<file path="config.mk">
export PLATFORM = sky130hd
export DESIGN_NAME = stack_stream_reverser
export DESIGN_NICKNAME = d
export VERILOG_FILES = /design/src/rtl/stack_stream_reverser.sv
export SDC_FILE = /design/constraint.sdc
export NUM_CORES = 1
export LEC_CHECK = 0
export ABC_AREA = 1
export CELL_PAD_IN_SITES_DETAIL_PLACEMENT = 1
export CELL_PAD_IN_SITES_GLOBAL_PLACEMENT = 1
export CORE_MARGIN = 2
export CORE_UTILIZATION = 32
export CTS_BUF_LIST = sky130_fd_sc_hd__clkbuf_4 sky130_fd_sc_hd__clkbuf_8
export CTS_CLUSTER_SIZE = 20
export DETAILED_ROUTE_END_ITERATION = 16
export PLACE_DENSITY_LB_ADDON = 0.1
export SYNTH_ARGS = -nofsm -noshare
export SYNTH_HDL_FRONTEND = slang
export SYNTH_SLANG_ARGS = --single-unit
</file>
<file path="constraint.sdc">
create_clock -name clk -period 4.2 [get_ports clk]
set_input_delay 1.26 -clock clk [delete_from_list [all_inputs] [get_ports clk]]
set_output_delay 1.26 -clock clk [all_outputs]
set_load 0.02 [all_outputs]
</file>
<file path="src/rtl/stack_stream_reverser.sv">
// Frame reverser: pushes each input beat onto an external LIFO stack, then
// drains it with top/pop pairs and emits the words in reverse order.
module stack_stream_reverser #(
    parameter int BITWIDTH  = 8,
    parameter int STACKSIZE = 32
) (
    input  logic                        clk,
    input  logic                        rst,
    input  logic                        s_valid,
    output logic                        s_ready,
    input  logic [BITWIDTH-1:0]         s_data,
    input  logic                        s_last,
    output logic                        m_valid,
    input  logic                        m_ready,
    output logic [BITWIDTH-1:0]         m_data,
    output logic                        m_last,
    output logic                        overflow_err,
    output logic                        stk_enable,
    output logic                        stk_push,
    output logic                        stk_pop,
    output logic                        stk_top,
    output logic [BITWIDTH-1:0]         stk_data_in,
    input  logic [BITWIDTH-1:0]         stk_data_out,
    input  logic                        stk_overflow,
    input  logic                        stk_is_empty,
    output logic [1:0]                  dbg_state,
    output logic [$clog2(STACKSIZE):0]  dbg_depth
);

    localparam int CW = $clog2(STACKSIZE) + 1;
    localparam logic [CW-1:0] FULL = CW'(STACKSIZE);

    // Both streams use valid/ready: a beat transfers on the rising edge where
    // valid && ready; the source holds data/last stable while valid && !ready.
    typedef enum logic [1:0] {
        FILL    = 2'd0,
        TOP_REQ = 2'd1,
        LOAD    = 2'd2,
        OUT     = 2'd3
    } state_t;

    state_t                state_q, state_d;
    logic [CW-1:0]         depth_cnt_q, depth_cnt_d;
    logic [BITWIDTH-1:0]   m_data_q, m_data_d;
    logic                  m_last_q, m_last_d;
    logic                  overflow_err_q, overflow_err_d;

    always_ff @(posedge clk or posedge rst) begin
        if (rst) begin
            state_q        <= FILL;
            depth_cnt_q    <= '0;
            m_data_q       <= '0;
            m_last_q       <= 1'b0;
            overflow_err_q <= 1'b0;
        end else begin
            state_q        <= state_d;
            depth_cnt_q    <= depth_cnt_d;
            m_data_q       <= m_data_d;
            m_last_q       <= m_last_d;
            overflow_err_q <= overflow_err_d;
        end
    end

    always_comb begin
        state_d        = state_q;
        depth_cnt_d    = depth_cnt_q;
        m_data_d       = m_data_q;
        m_last_d       = m_last_q;
        overflow_err_d = overflow_err_q;
        s_ready        = 1'b0;
        m_valid        = 1'b0;
        stk_push       = 1'b0;
        stk_pop        = 1'b0;
        stk_top        = 1'b0;
        stk_data_in    = '0;
        case (state_q)
            FILL: begin
                s_ready = 1'b1;
                if (s_valid) begin
                    // A beat arriving while the stack is full is dropped, not pushed.
                    if (depth_cnt_q != FULL && !stk_overflow) begin
                        stk_push    = 1'b1;
                        stk_data_in = s_data;
                        depth_cnt_d = depth_cnt_q + 1'b1;
                    end else begin
                        overflow_err_d = 1'b1;
                    end
                    if (s_last) state_d = TOP_REQ;
                end
            end
            TOP_REQ: begin
                if (depth_cnt_q == '0) begin
                    overflow_err_d = 1'b0;
                    state_d        = FILL;
                end else begin
                    stk_top = 1'b1;
                    state_d = LOAD;
                end
            end
            LOAD: begin
                m_data_d    = stk_data_out;
                m_last_d    = (depth_cnt_q == CW'(1));
                stk_pop     = 1'b1;
                depth_cnt_d = depth_cnt_q - 1'b1;
                state_d     = OUT;
            end
            OUT: begin
                m_valid = 1'b1;
                if (m_ready) begin
                    if (m_last_q) begin
                        m_last_d       = 1'b0;
                        overflow_err_d = 1'b0;
                        state_d        = FILL;
                    end else begin
                        state_d = TOP_REQ;
                    end
                end
            end
            default: state_d = FILL;
        endcase
    end

    assign stk_enable   = stk_push | stk_pop | stk_top;
    assign m_data       = m_data_q;
    assign m_last       = m_last_q;
    assign overflow_err = overflow_err_q;
    assign dbg_state    = state_q;
    assign dbg_depth    = depth_cnt_q;

    // The local depth count must track the attached stack's flags exactly.
    a_cmd_onehot: assert property (@(posedge clk) disable iff (rst)
        $onehot0({stk_push, stk_pop, stk_top}));
    a_empty_match: assert property (@(posedge clk) disable iff (rst)
        stk_is_empty == (depth_cnt_q == '0));
    a_full_match: assert property (@(posedge clk) disable iff (rst)
        stk_overflow == (depth_cnt_q == FULL));

endmodule
</file>
* Yosys cells after proc, flatten, opt, wreduce, memory -nomap -nowiden
Cells that the tools add are included.
** Word-level totals
- Register bits after elaboration :: 18
- Input port bits :: 23
- Output and inout bits :: 32
- Logic and storage cells :: 60
** Cells by class
- Add/sub/neg operators :: 2
- Equal/unequal tests :: 12
- Muxes and demuxes :: 28
- Bitwise gates (word level) :: 2
- Reduce and logical (&&, ||, !) cells :: 11
** Operator list (number)
- two-way mux 8 bit :: 3
- two-way mux 1 bit :: 15
- inequality test 2 bit (second input constant) :: 7
- two-way mux 6 bit :: 2
- one-hot mux 6 bit (2 select lines) :: 1
- two-way mux 2 bit :: 4
- one-hot mux 2 bit (4 select lines) :: 1
- adder 6 x 1 -> 6 bit (second input constant) :: 1
- == test 6 x 1 -> 1 bit (second input constant) :: 1
- logical NOT 6 bit :: 1
- inequality test 6 bit (second input constant) :: 1
- AND reduction 3 bit :: 2
- AND reduction 6 bit :: 1
- subtractor 6 x 1 -> 6 bit (second input constant) :: 1
- == test 2 bit (second input constant) :: 2
- nonzero test 2 bit :: 2
- one-hot mux 1 bit (3 select lines) :: 1
- nonzero test 3 bit :: 1
- == test 2 x 1 -> 1 bit (second input constant) :: 1
- logical NOT 2 bit :: 1
- OR 1 bit :: 2
- one-hot mux 1 bit (2 select lines) :: 1
- AND reduction 2 bit :: 1
- logical AND 1 bit :: 1
- logical NOT 1 bit :: 1

* Depth between registers and ports, before layout
- Word-level depth :: 7
- Depth in mapped cells :: 10
- Gate-level depth less buffers :: 9

* Worst setup path before layout
Ideal clock, no wire load.
- Path kind :: input to output
- Start point :: input port stk_overflow
- End point :: output port stk_data_in[0]
- Data arrival time :: 1.864 ns
- Required time :: 2.940 ns
- Slack :: 1.076 ns
- Stages :: 4
- Path buffers :: 1
- Cell sequence :: inv_1 nand4_4 buf_6 nor2_2
** On the way
- Cells in the longest elaborated chain, start to end :: 5
** Ends and longest elaborated chain
- start: declaration :: line 24 : input logic stk_overflow,
- logical NOT 1 bit :: line 81 : if (depth_cnt_q != FULL && !stk_overflow) begin
- logical AND 1 bit :: line 81
- two-way mux 8 bit :: line 81
- two-way mux 8 bit :: line 79 : if (s_valid) begin
- two-way mux 8 bit :: line 76 : case (state_q)
- end: declaration :: line 22 : output logic [BITWIDTH-1:0] stk_data_in,
No other way between the ends.

* Worst setup path after layout
- Start point :: input port s_valid
- End point :: output port stk_data_in[2]
** On the way
- Cells in the longest elaborated chain, start to end :: 2
** Ends and longest elaborated chain
- start: declaration :: line 9 : input logic s_valid,
- two-way mux 8 bit :: line 79
- two-way mux 8 bit :: line 76
No other way between the ends.

==> flow_summary.ini <==
[yosys]
synth_most_common_cell = nand2_1
ys_ff_latch = 18
syn_area_per_cell_um2 = 7.49
synth_cell_types = 28
synth_nets = 189
synth_top_area_cell = dfrtp_1
ys_seq_area_share_pct = 36.9
syn-instance-count = 163
ys.flop_type = dfrtp_1
async_flop_share_pct = 100
synth_top_cells_by_area = dfrtp_1, nand2_1, inv_1, nand3_1, nor2_2
synthTopCellsByCount = nand2_1, inv_1, dfrtp_1, nand3_1, nor2_2
synth_top_area_share_pct = 36.9
synth-edff-count = 0
syn-cell-area_um2 = 1220
ys_warn_count = 0

[cells_and_area]
layout-drive-gt1-share_pct = 11.6
num-nets-final = 242
utilization_pct = 49.6
final_cells = 263
syn2layout_area_growth_pct = 48.8
n_antenna_cell = 0
fillers = 460

[pwr]
switching_power_uw = 671
p_int_uw = 715
p_seq_share_pct = 26.7
p_sw_share_pct = 48.4
ir_worst_vdd_mv = 0.309
leakage_nw = 0.902
combinationalPowerShare_pct = 62.8
total_power_mw = 1.39
pwr-share-clk_pct = 10.5
power_density_nw_per_um2 = 763

[timing]
post-route-period-util_pct = 96.5
finalSetupViolCount = 0
relSlewSlack_pct = 51.3
worst_pin_slew_ps = 730
hold_violations = 0
max_freq_mhz = 247
whs_ps = 485
skew_ps = 1.39
fin_setup_tns_ps = 0
maxSlewViolCount = 0
fin_crit_ps = 4050
rsz0062_at_grt = no

[cts]
clk_pin_slew_worst_paths_ps = 70
clockBufferDepth = 2
cts_tree = done
h-tree-depth = 1
clock-sinks = 18
clk_latency_ps = 250
cts.hold.buffers_added = 0
root_buffer = clkbuf_8
postCtsSetupRepairBufs = 0
cts_buffers = 3
cts_resized = 0

[hold_path]
min_path_type = register to register

[floorplanning]
floorplan.initialDensity_pct = 33.4
boundaryPins = 55
die_area_um2 = 4330
rows = 22
dieHeight_um = 65.8
die_w_um = 65.8
core_area_um2 = 3660

[route]
ant_nets = 0
drc_errors = 0
via_count = 1201
wirelength_um = 3460
viasPerCell = 4.57
drtIter0Drc = 61
dr.pass1.iters = 3
wire_per_inst_um = 13.2

[job]
maxCapViolCount = 0

[place]
dp_hpwl_um = 2700
io_buffers = 53
gp_congestion = 0.738
dp_cells = 259

[global_routing]
grt_max_degree = 25
grt_use_total_pct = 17.5
grt_pass1_vias = 1303
grt_pass1_wl_um = 5950
grt_overflow = 0
antenna_found_initial = 0

[setup_path]
endpoint_kind = output port
path_class = input port to output port
worstPathArrival_ps = 2790
path_max_fanout = 11
crit_required_ps = 2940
cp-start-kind = input port

[run_status]
status = complete, no violations
==> flip-flops by register name, indices dropped and copies added (netlist names), named ones only <==
name,count
dbg_depth,6
overflow_err,1
m_last,1
m_data,8
dbg_state,1
==> through the flow <==
stage          area, µm²  setup WS, ps
2_1_floorplan       1220          1080
3_3_place_gp        1760           153
3_5_place_dp        1760           127
4_1_cts             1820           127
5_1_grt             1820          85.3
6_report            1820           147
==> cells by family after synthesis <==
group                    after synthesis  synth area share (%)
adder cells (fa/ha/maj)                3                  3.07
AO/OA/AOI/OAI                          7                  4.20
flip-flops                            18                  36.9
buffers and inverters                 28                  11.5
AND/OR/NAND/NOR                      100                  39.3
XOR/XNOR                               7                  5.02
==> path summary, 6_finish.rpt <==
check | startpoint | endpoint | slack [ps] | cells past startpoint
setup reg to reg | dbg_depth[0]$_DFFE_PP0P_ | dbg_depth[1]$_DFFE_PP0P_ | 2320 | 8
hold reg to reg | overflow_err$_DFFE_PP0P_ | overflow_err$_DFFE_PP0P_ | 490 | 2
max in group asynchronous | rst | dbg_depth[1]$_DFFE_PP0P_ | 2320 | 2
min in group asynchronous | rst | dbg_depth[5]$_DFFE_PP0P_ | 1430 | 2
hold / removal | overflow_err$_DFFE_PP0P_ | overflow_err$_DFFE_PP0P_ | 490 | 2
setup / recovery | s_valid | stk_data_in[2] | 150 | 4
==> layout by cell type (no fill, tap or decap) <==
cell	count
xnor2_1	3
o21ai_2	1
buf_4	1
nand3_1	13
xor2_1	4
nor3_1	1
clkbuf_8	4
nand2_4	1
nor2_1	6
nand2_1	63
o211ai_1	1
nand4_2	1
nand2_2	1
dfrtp_1	18
inv_2	3
o21ai_1	1
nand4_4	1
o31ai_1	1
o21ai_0	1
nand4_1	2
nor2_2	9
a21oi_2	1
nor2_4	1
clkdlybuf4s50_1	53
o2bb2ai_1	1
nor2_8	1
ha_1	3
inv_1	19
==> final cells by class <==
class | count | area (µm²) | area share [%]
Multi-Input combinational cell | 117 | 631 | 34.7
Timing Repair Buffer | 54 | 538 | 29.6
Sequential cell | 18 | 450 | 24.8
Inverter | 22 | 82.6 | 4.55
Tap cell | 48 | 60.1 | 3.31
Clock buffer | 4 | 55.1 | 3.03
==> routing by layer <==
| metal | vias up | routed length [µm] | GRT usage (%) |
|---|---|---|---|
| met4 | 0 | 12 | 4.69 |
| met3 | 2 | 106 | 2.73 |
| met1 | 573 | 1480 | 22.3 |
| li1 | 603 | - | - |
| met5 | - | 0 | 0 |
| met2 | 23 | 1860 | 30.7 |
==> power by group through the flow <==
stage / logic (mW) / registers [mW] / clock network [mW]
2_1_floorplan: 0.498 / 0.431 / 0
5_1_grt: 0.962 / 0.387 / 0.160
6_report: 0.870 / 0.370 / 0.146
3_5_place_dp: 0.879 / 0.373 / 0
4_1_cts: 0.885 / 0.370 / 0.153
3_3_place_gp: 0.853 / 0.365 / 0
==> worst max-delay path, cell delays in order <==
cell and delay [ps]:
clkdlybuf4s50_1 530, nand4_4 240, nor2_2 140, clkdlybuf4s50_1 620
(Power assumes the default switching activity.)
